[config.mk]
export PLATFORM = sky130hd
export DESIGN_NAME = mac_dot_seq
export DESIGN_NICKNAME = d
export VERILOG_FILES = /design/src/rtl/mac_dot_seq.sv
export SDC_FILE = /design/constraint.sdc
export NUM_CORES = 1
export LEC_CHECK = 0
export BUFFER_PORTS_ARGS = -buffer_cell sky130_fd_sc_hd__buf_2
export CORE_ASPECT_RATIO = 0.8
export CORE_UTILIZATION = 50
export CTS_CLUSTER_DIAMETER = 120
export DETAILED_ROUTE_END_ITERATION = 6
export PLACE_DENSITY = 0.9
export SYNTH_ARGS = -nofsm -noshare
export SYNTH_HDL_FRONTEND = slang
export SYNTH_SLANG_ARGS = --single-unit
[constraint.sdc]
create_clock -name clk -period 3.7 [get_ports clk]
set_clock_uncertainty 0.15 [all_clocks]
set_input_delay 0 -clock clk [delete_from_list [all_inputs] [get_ports clk]]
set_output_delay 0 -clock clk [all_outputs]
set_load 0.005 [all_outputs]
[src/rtl/mac_dot_seq.sv]
// Dot-product sequencer: clears the MAC, streams len operand pairs from the A/B banks,
// drains the MAC pipeline and offers the Q16.16 result on a valid/ready port.
module mac_dot_seq #(
    parameter int ADDR_W = 4,
    parameter int DATA_W = 16,
    parameter int ACC_W  = 32
) (
    input  logic              clk,
    input  logic              rst,
    input  logic              start,
    input  logic [ADDR_W:0]   len,
    output logic              busy,
    output logic              rd_en,
    output logic [ADDR_W-1:0] rd_addr,
    input  logic [DATA_W-1:0] rd_a,
    input  logic [DATA_W-1:0] rd_b,
    output logic              mac_clr,
    output logic              mac_en,
    output logic [DATA_W-1:0] mac_a,
    output logic [DATA_W-1:0] mac_b,
    input  logic [ACC_W-1:0]  mac_p,
    output logic              res_valid,
    input  logic              res_ready,
    output logic [ACC_W-1:0]  res_data
);

    localparam int              DEPTH   = 2 ** ADDR_W;
    localparam logic [ADDR_W:0] DEPTH_L = (ADDR_W + 1)'(DEPTH);

    typedef enum logic [2:0] {IDLE, CLEAR, RUN, DRAIN, DONE} state_t;

    state_t            state;
    state_t            state_nxt;
    logic [ADDR_W:0]   len_q;
    logic [ADDR_W-1:0] cnt;
    logic              en_q;
    logic              held;
    logic [ACC_W-1:0]  res_q;
    logic              last;

    assign last = ({1'b0, cnt} == (len_q - 1'b1));

    always_ff @(posedge clk or negedge rst) begin
        if (!rst) state <= IDLE;
        else      state <= state_nxt;
    end

    always_comb begin
        state_nxt = state;
        rd_en     = 1'b0;
        mac_clr   = 1'b0;
        res_valid = 1'b0;
        case (state)
            IDLE:  if (start) state_nxt = CLEAR;
            CLEAR: begin
                mac_clr   = 1'b1;
                state_nxt = (len_q == '0) ? DONE : RUN;
            end
            RUN: begin
                rd_en = 1'b1;
                if (last) state_nxt = DRAIN;
            end
            DRAIN: state_nxt = DONE;
            DONE: begin
                res_valid = 1'b1;
                if (res_ready) state_nxt = IDLE;
            end
            default: state_nxt = IDLE;
        endcase
    end

    assign busy    = (state != IDLE);
    assign rd_addr = rd_en ? cnt : '0;
    assign mac_en  = en_q;
    assign mac_a   = rd_a;
    assign mac_b   = rd_b;

    // The final accumulate lands on the same edge that enters DONE, so the first DONE
    // cycle shows mac_p directly and the value is frozen in res_q from then on.
    assign res_data = res_valid ? (held ? res_q : mac_p) : '0;

    always_ff @(posedge clk or negedge rst) begin
        if (!rst) begin
            len_q <= '0;
            cnt   <= '0;
            en_q  <= 1'b0;
            held  <= 1'b0;
            res_q <= '0;
        end else begin
            en_q <= rd_en;
            if (state == IDLE && start)
                len_q <= (len > DEPTH_L) ? DEPTH_L : len;
            if (state == CLEAR)
                cnt <= '0;
            else if (state == RUN && !last)
                cnt <= cnt + 1'b1;
            if (state == DONE) begin
                if (!held) begin
                    res_q <= mac_p;
                    held  <= 1'b1;
                end
                if (res_ready) held <= 1'b0;
            end
        end
    end

endmodule

=== Yosys cells after proc, flatten, opt, wreduce, memory -nomap -nowiden ===
Cells that the tools add are included.

* Bits in registers: 46
* Output and inout bits: 73
* Logic and storage cells: 40

* $add $sub $neg: 2
* Magnitude comparators: 1
* Equal/unequal tests: 8
* Mux-type cells: 15
* Reduce and logical (&&, ||, !) cells: 8

{| class="wikitable"
|+ Operators by type and width
! cell !! number
|-
| 2-to-1 mux 32 bit || 2
|-
| case mux 3 bit (5 select lines) || 1
|-
| 2-to-1 mux 3 bit || 4
|-
| 2-to-1 mux 4 bit || 3
|-
| == test 3 x 2 -> 1 bit, second input constant || 2
|-
| != test 2 bit, second input constant || 3
|-
| == test 4 x 5 -> 1 bit || 1
|-
| > comparator 5 bit, second input constant || 1
|-
| zero test 5 bit || 1
|-
| 2-to-1 mux 5 bit || 1
|-
| subtractor 5 x 1 -> 5 bit, second input constant || 1
|-
| adder 4 x 1 -> 4 bit, second input constant || 1
|-
| 2-to-1 mux 1 bit || 4
|-
| == test 3 x 1 -> 1 bit, second input constant || 1
|-
| == test 3 bit, second input constant || 1
|-
| zero test 3 bit || 1
|-
| AND reduction 3 bit || 1
|-
| nonzero test 3 bit || 1
|-
| logical AND 1 bit || 2
|-
| nonzero test 2 bit || 1
|-
| zero test 1 bit || 1
|}

=== Depth between registers and ports, before layout ===
Gate-level depths: netlist of run 1.

* Depth after elaboration: 6
* Depth in mapped cells: 7
* Depth with buffers taken out: 7

=== Worst setup path after synthesis of run 1 ===
Ideal clock, no wire load.

* Path type: reg-to-reg
* Start: register len_q[0]
* End: register cnt[3]
* Setup time: 0.129 ns
* Arrival: 1.356 ns
* Required time: 3.421 ns
* Slack: 2.065 ns
* Cell stages (with the launch flop): 8
* Buffers on the path: 0
* Cells stage by stage: dfrtp_1 inv_1 ha_1 xor2_1 xnor2_1 and4_4 o211ai_1 o31ai_1

* Cells in the longest elaborated chain, start to end: 5

{| class="wikitable"
|+ Ends and longest elaborated chain
! element !! RTL line !! text
|-
| start, declared || 34 || <nowiki>logic [ADDR_W:0] len_q;</nowiki>
|-
| start signal, assigned || 92 || <nowiki>len_q <= (len > DEPTH_L) ? DEPTH_L : len;</nowiki>
|-
| subtractor 5 x 1 -> 5 bit || 41 || <nowiki>assign last = ({1'b0, cnt} == (len_q - 1'b1));</nowiki>
|-
| == test 4 x 5 -> 1 bit || 41 ||
|-
| zero test 1 bit || 95 || <nowiki>else if (state == RUN && !last)</nowiki>
|-
| logical AND 1 bit || 95 ||
|-
| nonzero test 2 bit (no source line) || - ||
|-
| end signal, assigned || 96 || <nowiki>cnt <= cnt + 1'b1;</nowiki>
|-
| end, declared || 35 || <nowiki>logic [ADDR_W-1:0] cnt;</nowiki>
|}

Every way passes these cells.
A chain may end at the register's enable or synchronous reset.

=== Final worst setup path of run 1 ===
* Start: register state[1]
* End: register res_q[26]

* Cells in the longest elaborated chain, start to end: 1

{| class="wikitable"
|+ Ends and longest elaborated chain
! element !! RTL line !! text
|-
| start, declared || 32 || <nowiki>state_t state;</nowiki>
|-
| start signal, assigned || 45 || <nowiki>else state <= state_nxt;</nowiki>
|-
| == test 3 bit || 97 || <nowiki>if (state == DONE) begin</nowiki>
|-
| end signal, assigned || 99 || <nowiki>res_q <= mac_p;</nowiki>
|-
| end, declared || 38 || <nowiki>logic [ACC_W-1:0] res_q;</nowiki>
|}

Every way passes these cells.

==> results.py, run 1 <==
metrics = {
    "sta": {
        "maxSlewHeadroom_pct": 32.93,
        "fin_crit_sh_pct": 61.31,
        "clock.fmax_mhz": 440.9,
        "setup_violations": 0,
        "worst_pin_slew_ns": 1.006,
        "setup_slack_ns": 1.432,
        "hold_viol": 0,
        "finalSetupTns_ns": 0,
        "rsz0062_at_grt": "no",
        "slew_viol_final": 0,
        "fin_crit_ns": 2.268,
    },
    "global_route": {
        "grt_pass1_wl_mm": 10.39,
        "grt_antenna_before_repair": 0,
        "grt_util_all_layers_pct": 22.60,
        "grt_pass1_vias": 2226,
        "grt_overflow": 0,
        "grt_max_degree": 47,
    },
    "clock_tree": {
        "post_cts_buffers": 0,
        "cts_buffers": 5,
        "root_buffer": "clkbuf_8",
        "cts_tree": "done",
        "cts.sinks": 46,
        "htree_levels": 2,
        "cts_buffer_depth": 2,
        "clkSlewWorstSetupHoldPaths_ns": 0.08,
        "worstSkewPairLatency_ns": 0.28,
    },
    "setup_path": {
        "arrival_ns": 2.29,
        "setup.worst_path.end_class": "flop",
        "crit_type": "reg -> reg",
        "cp_max_fo": 37,
        "cp_data_required_time_ns": 3.72,
        "critPathLaunchType": "flop",
    },
    "synth": {
        "synth-seq-cells": 46,
        "synth_nets": 327,
        "synth_edf_count": 0,
        "yosysSeqAreaShare_pct": 39.78,
        "ys.flop_type": "dfrtp_1",
        "yosysUniqueCellTypes": 34,
        "async_flop_share_pct": 100.0,
        "syn_area_um2": 2894,
        "syn-mean-instance-area_um2": 11.48,
        "yosysWarnings": 0,
        "syn-instance-count": 252,
    },
    "layout": {
        "nFillCells": 427,
        "insertedDiodeCount": 0,
        "layout_commonest_cell": "buf_2",
        "multi_input_area_um2": 1378,
        "stdcell_area_um2": 3892,
        "seq_area_um2": 1152,
        "drive_gt1_share_pct": 34.32,
        "fin_nets": 448,
        "mostFrequentLayoutCells": "buf_2 (81), dlygate4sd3_1 (76), dfrtp_1 (45), mux2i_1 (35), nor2_1 (33)",
        "syn2layout_area_growth_pct": 34.50,
    },
    "power_and_ir_drop": {
        "power_frac_clock_pct": 11.8,
        "ir_drop_mv": 0.2865,
        "switching_power_w": 0.0008253,
        "p_leak_nw": 1.931,
        "p_per_area_nw_per_um2": 605.8,
        "switching_share_pct": 35.00,
        "pwr-share-comb_pct": 48.3,
        "internal_power_w": 0.001533,
        "power_frac_seq_pct": 39.9,
    },
    "floorplanning": {
        "die-area_um2": 6098,
        "rows": 24,
        "die_w_um": 87.06,
        "core-area_um2": 5525,
        "die_h_um": 70.05,
        "pin_count": 146,
        "initial_utilization_pct": 52.38,
    },
    "routing": {
        "drtIter0Drc": 97,
        "drt-pass1-iter-count": 4,
        "routedWlPerCell_um": 14.89,
        "wirelength_mm": 6.716,
        "drc": 0,
        "detail-route-antenna-nets": 0,
        "via_per_inst": 4.945,
        "vias": 2230,
    },
    "min_path": {
        "min_path_type": "in -> async",
    },
    "placement": {
        "dp_slack_ns": 1.451,
        "place.detailed.hpwl_mm": 3.998,
        "numPortBuffers": 81,
        "gp_congestion": 0.7975,
        "place_area_um2": 3055,
    },
    "run_status": {
        "outcome": "complete, no violations",
    },
    "run": {
        "cap_violations": 0,
    },
}
-- power by group through the flow --
| stage | Combinational [W] | Sequential, W | Clock, W |
|---|---|---|---|
| 2_1_floorplan | 0.000933 | 0.000862 | 0 |
| 3_3_place_gp | 0.00101 | 0.000922 | 0 |
| 3_5_place_dp | 0.00106 | 0.000937 | 0 |
| 4_1_cts | 0.00114 | 0.000938 | 0.000290 |
| 5_1_grt | 0.00124 | 0.000967 | 0.000309 |
| 6_report | 0.00114 | 0.000940 | 0.000279 |
-- cell type report --
class | instances | area share [%]
Tap cell | 78 | 2.507
Multi-Input combinational cell | 158 | 35.39
Timing Repair Buffer | 158 | 30.15
Sequential cell | 46 | 29.60
Inverter | 4 | 0.3857
Clock buffer | 7 | 1.961
-- cell families (layout without fill, tap and decap cells) --
group                    after synthesis  count (layout)  share of synthesized area (%)
flip-flops                            46              46                          39.78
XOR/XNOR                               7               7                          2.119
adder cells (fa/ha/maj)                2               2                         0.8645
buffers and inverters                 48             169                          12.62
AND/OR/NAND/NOR                       70              70                          13.53
multiplexers                          68              68                          28.84
AO/OA/AOI/OAI                         11              11                          2.248
-- registers in the layout, indices dropped and copies added (netlist names) --
name / count
len_q: 5
held: 1
res_q: 32
cnt: 4
state: 3
mac_en: 1
-- cell usage after synthesis (2+ instances only) --
| master | count | area (um^2) |
|---|---|---|
| nand2_1 | 9 | 33.78 |
| nand4_1 | 2 | 12.51 |
| mux2_4 | 30 | 450.4 |
| xor2_1 | 2 | 17.52 |
| clkbuf_1 | 3 | 11.26 |
| o21ai_0 | 7 | 35.03 |
| nor2_1 | 33 | 123.9 |
| mux2_2 | 3 | 33.78 |
| nand2b_1 | 5 | 31.28 |
| o31ai_1 | 2 | 15.01 |
| ha_1 | 2 | 25.02 |
| nand3_1 | 3 | 15.01 |
| mux2i_1 | 35 | 350.3 |
| nor2b_1 | 2 | 12.51 |
| buf_4 | 33 | 247.7 |
| nor3_1 | 2 | 10.01 |
| buf_2 | 4 | 20.02 |
| buf_12 | 3 | 60.06 |
| inv_1 | 4 | 15.01 |
| xnor2_1 | 5 | 43.79 |
| dfrtp_1 | 46 | 1151 |
| and2_1 | 5 | 31.28 |
-- critical path: stages (launching register included) --
cell	delay, ns
dfrtp_1	0.49
nor2_4	0.24
nand2_8	0.19
nor2_8	0.64
mux2_2	0.42
-- layer usage --
| metal | GRT usage (%) | up-vias | share of wire, % |
|---|---|---|---|
| li1 | - | 1058 | - |
| met4 | 9.815 | 0 | 2.3 |
| met5 | 0 | - | 0 |
| met1 | 27.87 | 1040 | 41 |
| met3 | 4.019 | 16 | 5.4 |
| met2 | 38.58 | 116 | 51 |
-- timing repair --
item                      CTS  global route
hold buffers               76             0
hold endpoints to repair  118             0
gates resized for setup     0             0
-- stage by stage --
stage,power (W),hold slack (ns),instances,utilization (%)
6_report,0.002358,0.2706,451,70.45
5_1_grt,0.002515,0.3481,451,70.45
3_5_place_dp,0.001993,-0.1500,368,55.30
3_3_place_gp,0.001931,-0.1500,368,55.30
2_1_floorplan,0.001795,-0.4456,252,-
4_1_cts,0.002363,0.3041,451,70.45
-- path summary, 6_finish.rpt --
path,startpoint,endpoint,slack [ns],cells past startpoint
max in group asynchronous,rst,held,2.44,2
setup reg to reg,state[1],res_q[26],1.43,4
hold reg to reg,res_q[25],res_q[25],0.36,1
min in group clk,mac_p[8],res_q[8],0.34,3
hold / removal,rst,res_q[29],0.27,2
setup / recovery,state[1],res_q[26],1.43,4
Note: power is estimated with default switching activity, not from simulation.
==> run 2: changes to the inputs <==
CORE_UTILIZATION = 46   (was 50)
PLACE_DENSITY = 0.84   (was 0.9)
clock period = 2.25 ns   (was 3.7 ns; I/O delays follow)
==> run 2 against run 1 <==
- sequential share of layout area down 0.75 points
- final cell count up 2.7%
- global-route usage decreased by 3.1 points
- core utilization is 3.6 points lower
- routed wire length is 4.6% lower
- sequential power grew 64%
- critical endpoint is now len_q[2]
==> results.py, run 2 (synthesized netlist as in run 1, its figures left out) <==
metrics = {
    "clock_tree": {
        "htree_levels": 2,
        "cts_buffer_depth": 2,
        "root_buffer": "clkbuf_8",
        "clkSlewWorstSetupHoldPaths_ns": 0.08,
        "cts.sinks": 46,
        "worstSkewPairLatency_ns": 0.28,
        "cts_buffers": 5,
        "post_cts_buffers": 0,
        "cts_tree": "done",
    },
    "sta": {
        "clock.fmax_mhz": 489.7,
        "worst_pin_slew_ns": 0.8648,
        "fin_crit_sh_pct": 90.75,
        "maxSlewHeadroom_pct": 42.35,
        "slew_viol_final": 0,
        "hold_viol": 0,
        "finalSetupTns_ns": 0,
        "setup_slack_ns": 0.2081,
        "fin_crit_ns": 2.042,
        "rsz0062_at_grt": "no",
        "setup_violations": 0,
    },
    "setup_path": {
        "regToRegSetupSlack_ns": 0.29,
        "critPathLaunchType": "input pin",
        "setup.worst_path.end_class": "flop",
        "crit_type": "in -> reg",
        "r2r-start": "state[1]",
        "arrival_ns": 2.11,
        "cp_data_required_time_ns": 2.32,
        "cp_max_fo": 5,
        "reg2reg_depth": 5,
        "regToRegEndpoint": "len_q[1]",
    },
    "layout": {
        "drive_gt1_share_pct": 35.08,
        "largest_reg_flops": 32,
        "mostFrequentLayoutCells": "buf_2 (81), dlygate4sd3_1 (80), dfrtp_1 (45), mux2i_1 (35), nor2_1 (33)",
        "syn2layout_area_growth_pct": 38.00,
        "insertedDiodeCount": 0,
        "final_cells": 463,
        "reg_top3": "res_q: 32 flops, len_q: 5 flops, cnt: 4 flops",
        "fin_nets": 456,
        "layout_commonest_cell": "buf_2",
        "stdcell_area_um2": 3994,
        "top_register": "res_q",
    },
    "run_status": {
        "outcome": "complete, no violations",
    },
    "power_and_ir_drop": {
        "p_per_area_nw_per_um2": 986.8,
        "fin_total_pwr_w": 0.003941,
        "ir_drop_mv": 0.5196,
        "p_leak_nw": 1.981,
    },
    "floorplanning": {
        "die_h_um": 72.95,
        "core-area_um2": 5974,
        "initial_utilization_pct": 48.44,
        "pin_count": 146,
        "die_w_um": 90.68,
        "rows": 25,
        "die-area_um2": 6615,
    },
    "routing": {
        "detail-route-antenna-nets": 0,
        "drtIter0Drc": 79,
        "drt-pass1-iter-count": 4,
        "via_per_inst": 4.769,
        "wirelength_mm": 6.404,
        "drc": 0,
        "routedWlPerCell_um": 13.83,
        "vias": 2208,
    },
    "placement": {
        "numPortBuffers": 81,
        "place_area_um2": 3102,
        "dp_slack_ns": 0.3655,
        "place.detailed.hpwl_mm": 3.733,
        "gp_congestion": 0.8215,
        "placed_cells": 375,
    },
    "global_route": {
        "grt_pass1_vias": 2221,
        "grt_util_all_layers_pct": 19.47,
        "grt_overflow": 0,
        "grt_max_degree": 39,
        "grt_pass1_wl_mm": 10.07,
        "grt_antenna_before_repair": 0,
    },
    "run": {
        "cap_violations": 0,
    },
    "min_path": {
        "min_path_type": "in -> async",
    },
}
-- run 2: cell types whose count changed in the layout (fill, tap and decap cells not counted) --
cell,before,now
buf_12,0,1
buf_4,1,4
clkbuf_1,2,1
clkbuf_8,5,6
clkinv_2,0,1
dlygate4sd3_1,76,80
-- run 2: cell type report --
| cell class | count | area, um^2 |
|---|---|---|
| fill | 448 | 1981 |
| multi-input combinational | 158 | 1378 |
| timing repair buffer | 166 | 1256 |
| sequential | 46 | 1152 |
| tap | 81 | 101.3 |
| clock buffer | 7 | 86.33 |
| inverter | 4 | 15.01 |
| clock inverter | 1 | 5.005 |
-- run 2: worst max-delay path by stage --
stage | start | to | slack, ns | cells past startpoint
6_report | len[4] | len_q[2] | 0.21 | 6
3_3_place_gp | state[1] | res_q[19] | 0.40 | 5
2_1_floorplan | len_q[0] | cnt[3] | 0.61 | 7
3_5_place_dp | state[1] | res_q[17] | 0.37 | 5
4_1_cts | len[4] | len_q[2] | 0.28 | 6
5_1_grt | len[4] | len_q[2] | 0.13 | 6
-- run 2: report_power, final --
group | internal (W) | switching (W)
combinational | 0.00113 | 0.000767
clock | 0.000248 | 0.000259
sequential | 0.00121 | 0.000324
-- run 2: stage by stage --
stage / hold slack (ns) / util (%)
floorplan: -0.4456 / -
global placement: -0.1500 / 51.92
detailed placement: -0.1500 / 51.92
CTS: 0.2210 / 66.85
global route: 0.2991 / 66.85
finish: 0.2142 / 66.85
-- run 2: critical path: stages --
cell,delay (ns)
dlygate4sd3_1,0.53
buf_2,0.14
nand2b_1,0.14
dlygate4sd3_1,0.56
o21ai_0,0.16
dlygate4sd3_1,0.58
-- run 2: repair_timing --
item / CTS / global route
gates resized for setup: 0 / 0
endpoints found under the hold margin: 109 / 0
hold buffers: 80 / 0
-- run 2: per-layer routing --
metal / up-vias / track usage (%) / part of all wire [%]
met2: 94 / 35.10 / 50
li1: 1069 / - / -
met1: 1030 / 22.86 / 43
met5: - / 0 / 0
met4: 0 / 7.885 / 2.0
met3: 15 / 4.271 / 4.6
==> run 3: changes to the inputs <==
CORE_ASPECT_RATIO = default   (was 0.8)
GPL_ROUTABILITY_DRIVEN = 0   (was default)
==> run 3 against run 2 <==
- combinational power barely moved
- critical path depth stayed put
- routed wire length grew 2.9%
- final cell count is 1.9% lower
- die area barely moved
- critical path type unchanged
- largest power group unchanged
==> results.py, run 3 (synthesized netlist as in run 1, its figures left out) <==
metrics = {
    "floorplanning": {
        "die_h_um": 81.32,
        "core-area_um2": 5991,
        "rows": 28,
        "die_w_um": 81.32,
        "initial_utilization_pct": 48.31,
        "pin_count": 146,
        "die-area_um2": 6613,
    },
    "layout": {
        "drive_gt1_share_pct": 35.36,
        "layout_commonest_cell": "buf_2",
        "reg_top3": "res_q: 32 flops, len_q: 5 flops, cnt: 4 flops",
        "insertedDiodeCount": 0,
        "syn2layout_area_growth_pct": 36.23,
        "top_register": "res_q",
        "mostFrequentLayoutCells": "buf_2 (81), dlygate4sd3_1 (78), dfrtp_1 (45), mux2i_1 (35), nor2_1 (33)",
        "nFillCells": 450,
        "fin_nets": 453,
        "largest_reg_flops": 32,
        "final_util_pct": 65.81,
    },
    "clock_tree": {
        "cts_tree": "done",
        "worstSkewPairLatency_ns": 0.30,
        "cts.sinks": 46,
        "clkSlewWorstSetupHoldPaths_ns": 0.09,
        "htree_levels": 2,
        "root_buffer": "clkbuf_8",
        "post_cts_buffers": 0,
        "cts_buffer_depth": 2,
        "cts_buffers": 5,
    },
    "setup_path": {
        "arrival_ns": 2.09,
        "regToRegSetupSlack_ns": 0.28,
        "cp_max_fo": 5,
        "crit_type": "in -> reg",
        "critPathLaunchType": "input pin",
        "cp_data_required_time_ns": 2.33,
        "setup.worst_path.end_class": "flop",
    },
    "routing": {
        "vias": 2237,
        "detail-route-antenna-nets": 0,
        "drt-pass1-iter-count": 4,
        "routedWlPerCell_um": 14.51,
        "via_per_inst": 4.927,
        "wirelength_mm": 6.589,
        "drtIter0Drc": 70,
        "drc": 0,
    },
    "sta": {
        "rsz0062_at_grt": "no",
        "fin_crit_sh_pct": 89.08,
        "maxSlewHeadroom_pct": 32.65,
        "setup_violations": 0,
        "finalSetupTns_ns": 0,
        "slew_viol_final": 0,
        "fin_crit_ns": 2.004,
        "hold_viol": 0,
        "clock.fmax_mhz": 498.9,
        "worst_pin_slew_ns": 1.010,
        "whs_ns": 0.2596,
    },
    "global_route": {
        "grt_antenna_before_repair": 0,
        "grt_max_degree": 47,
        "grt_pass1_vias": 2191,
        "grt_pass1_wl_mm": 10.08,
        "grt_overflow": 0,
        "grt_util_all_layers_pct": 20.38,
    },
    "run_status": {
        "outcome": "complete, no violations",
    },
    "power_and_ir_drop": {
        "fin_total_pwr_w": 0.003927,
        "ir_drop_mv": 0.4667,
        "p_per_area_nw_per_um2": 996.2,
        "p_leak_nw": 1.964,
    },
    "placement": {
        "place.detailed.hpwl_mm": 3.753,
        "numPortBuffers": 81,
    },
    "run": {
        "cap_violations": 0,
    },
    "min_path": {
        "min_path_type": "in -> async",
    },
}
-- run 3: changes by cell type in the layout (fill, tap and decap cells not counted) --
| cell | previous run | this run |
|---|---|---|
| dlygate4sd3_1 | 80 | 78 |
| clkbuf_1 | 1 | 0 |
| buf_12 | 1 | 0 |
| clkbuf_8 | 6 | 5 |
| inv_6 | 0 | 1 |
| clkinv_2 | 1 | 2 |
-- run 3: power breakdown --
part	leakage, nW	internal (W)	switching (W)
clock	0.0483	0.000219	0.000283
sequential	0.569	0.00121	0.000326
combinational	1.35	0.00111	0.000775
total	1.96	0.00254	0.00138
-- run 3: repair_timing --
| item | 4_1_cts | 5_1_grt |
|---|---|---|
| gates resized for setup | 0 | 0 |
| hold buffers | 78 | 0 |
| hold endpoints to repair | 118 | 0 |
-- run 3: layout make-up --
cell class | instances | area (um^2) | share of cell area (%)
inverter | 4 | 15.01 | 0.3808
tap | 75 | 93.84 | 2.380
timing repair buffer | 163 | 1216 | 30.85
clock buffer | 5 | 68.82 | 1.745
sequential | 46 | 1152 | 29.23
multi-input combinational | 158 | 1378 | 34.94
clock inverter | 3 | 18.77 | 0.4760
-- run 3: worst paths after layout --
| check | from | end | cells past startpoint |
|---|---|---|---|
| min in group clk | mac_p[12] | res_q[12] | 3 |
| setup reg to reg | state[1] | len_q[2] | 5 |
| max in group asynchronous | rst | held | 2 |
| hold reg to reg | res_q[11] | res_q[11] | 1 |
| setup / recovery | len[4] | len_q[2] | 6 |
| hold / removal | rst | res_q[2] | 2 |
-- run 3: critical path, cell delays in order --
cell and delay (ns):
dlygate4sd3_1 0.53, buf_2 0.14, nand2b_1 0.13, dlygate4sd3_1 0.56, o21ai_0 0.16, dlygate4sd3_1 0.57
-- run 3: routing by layer --
metal / share of wire (%) / global-route usage [%] / vias to the layer above
met4: 1.0 / 5.357 / 0
li1: - / - / 1065
met3: 5.1 / 4.382 / 8
met1: 41 / 22.47 / 1072
met5: 0 / 0 / -
met2: 53 / 38.83 / 92
-- run 3: stage by stage --
step	instance area [um^2]	instances	setup slack, ns
after global routing	3943	454	0.1607
after CTS	3943	454	0.3186
after floorplan	2894	252	0.6148
after detailed placement	3074	368	0.3919
final	3943	454	0.2458
after global placement	3074	368	0.4572
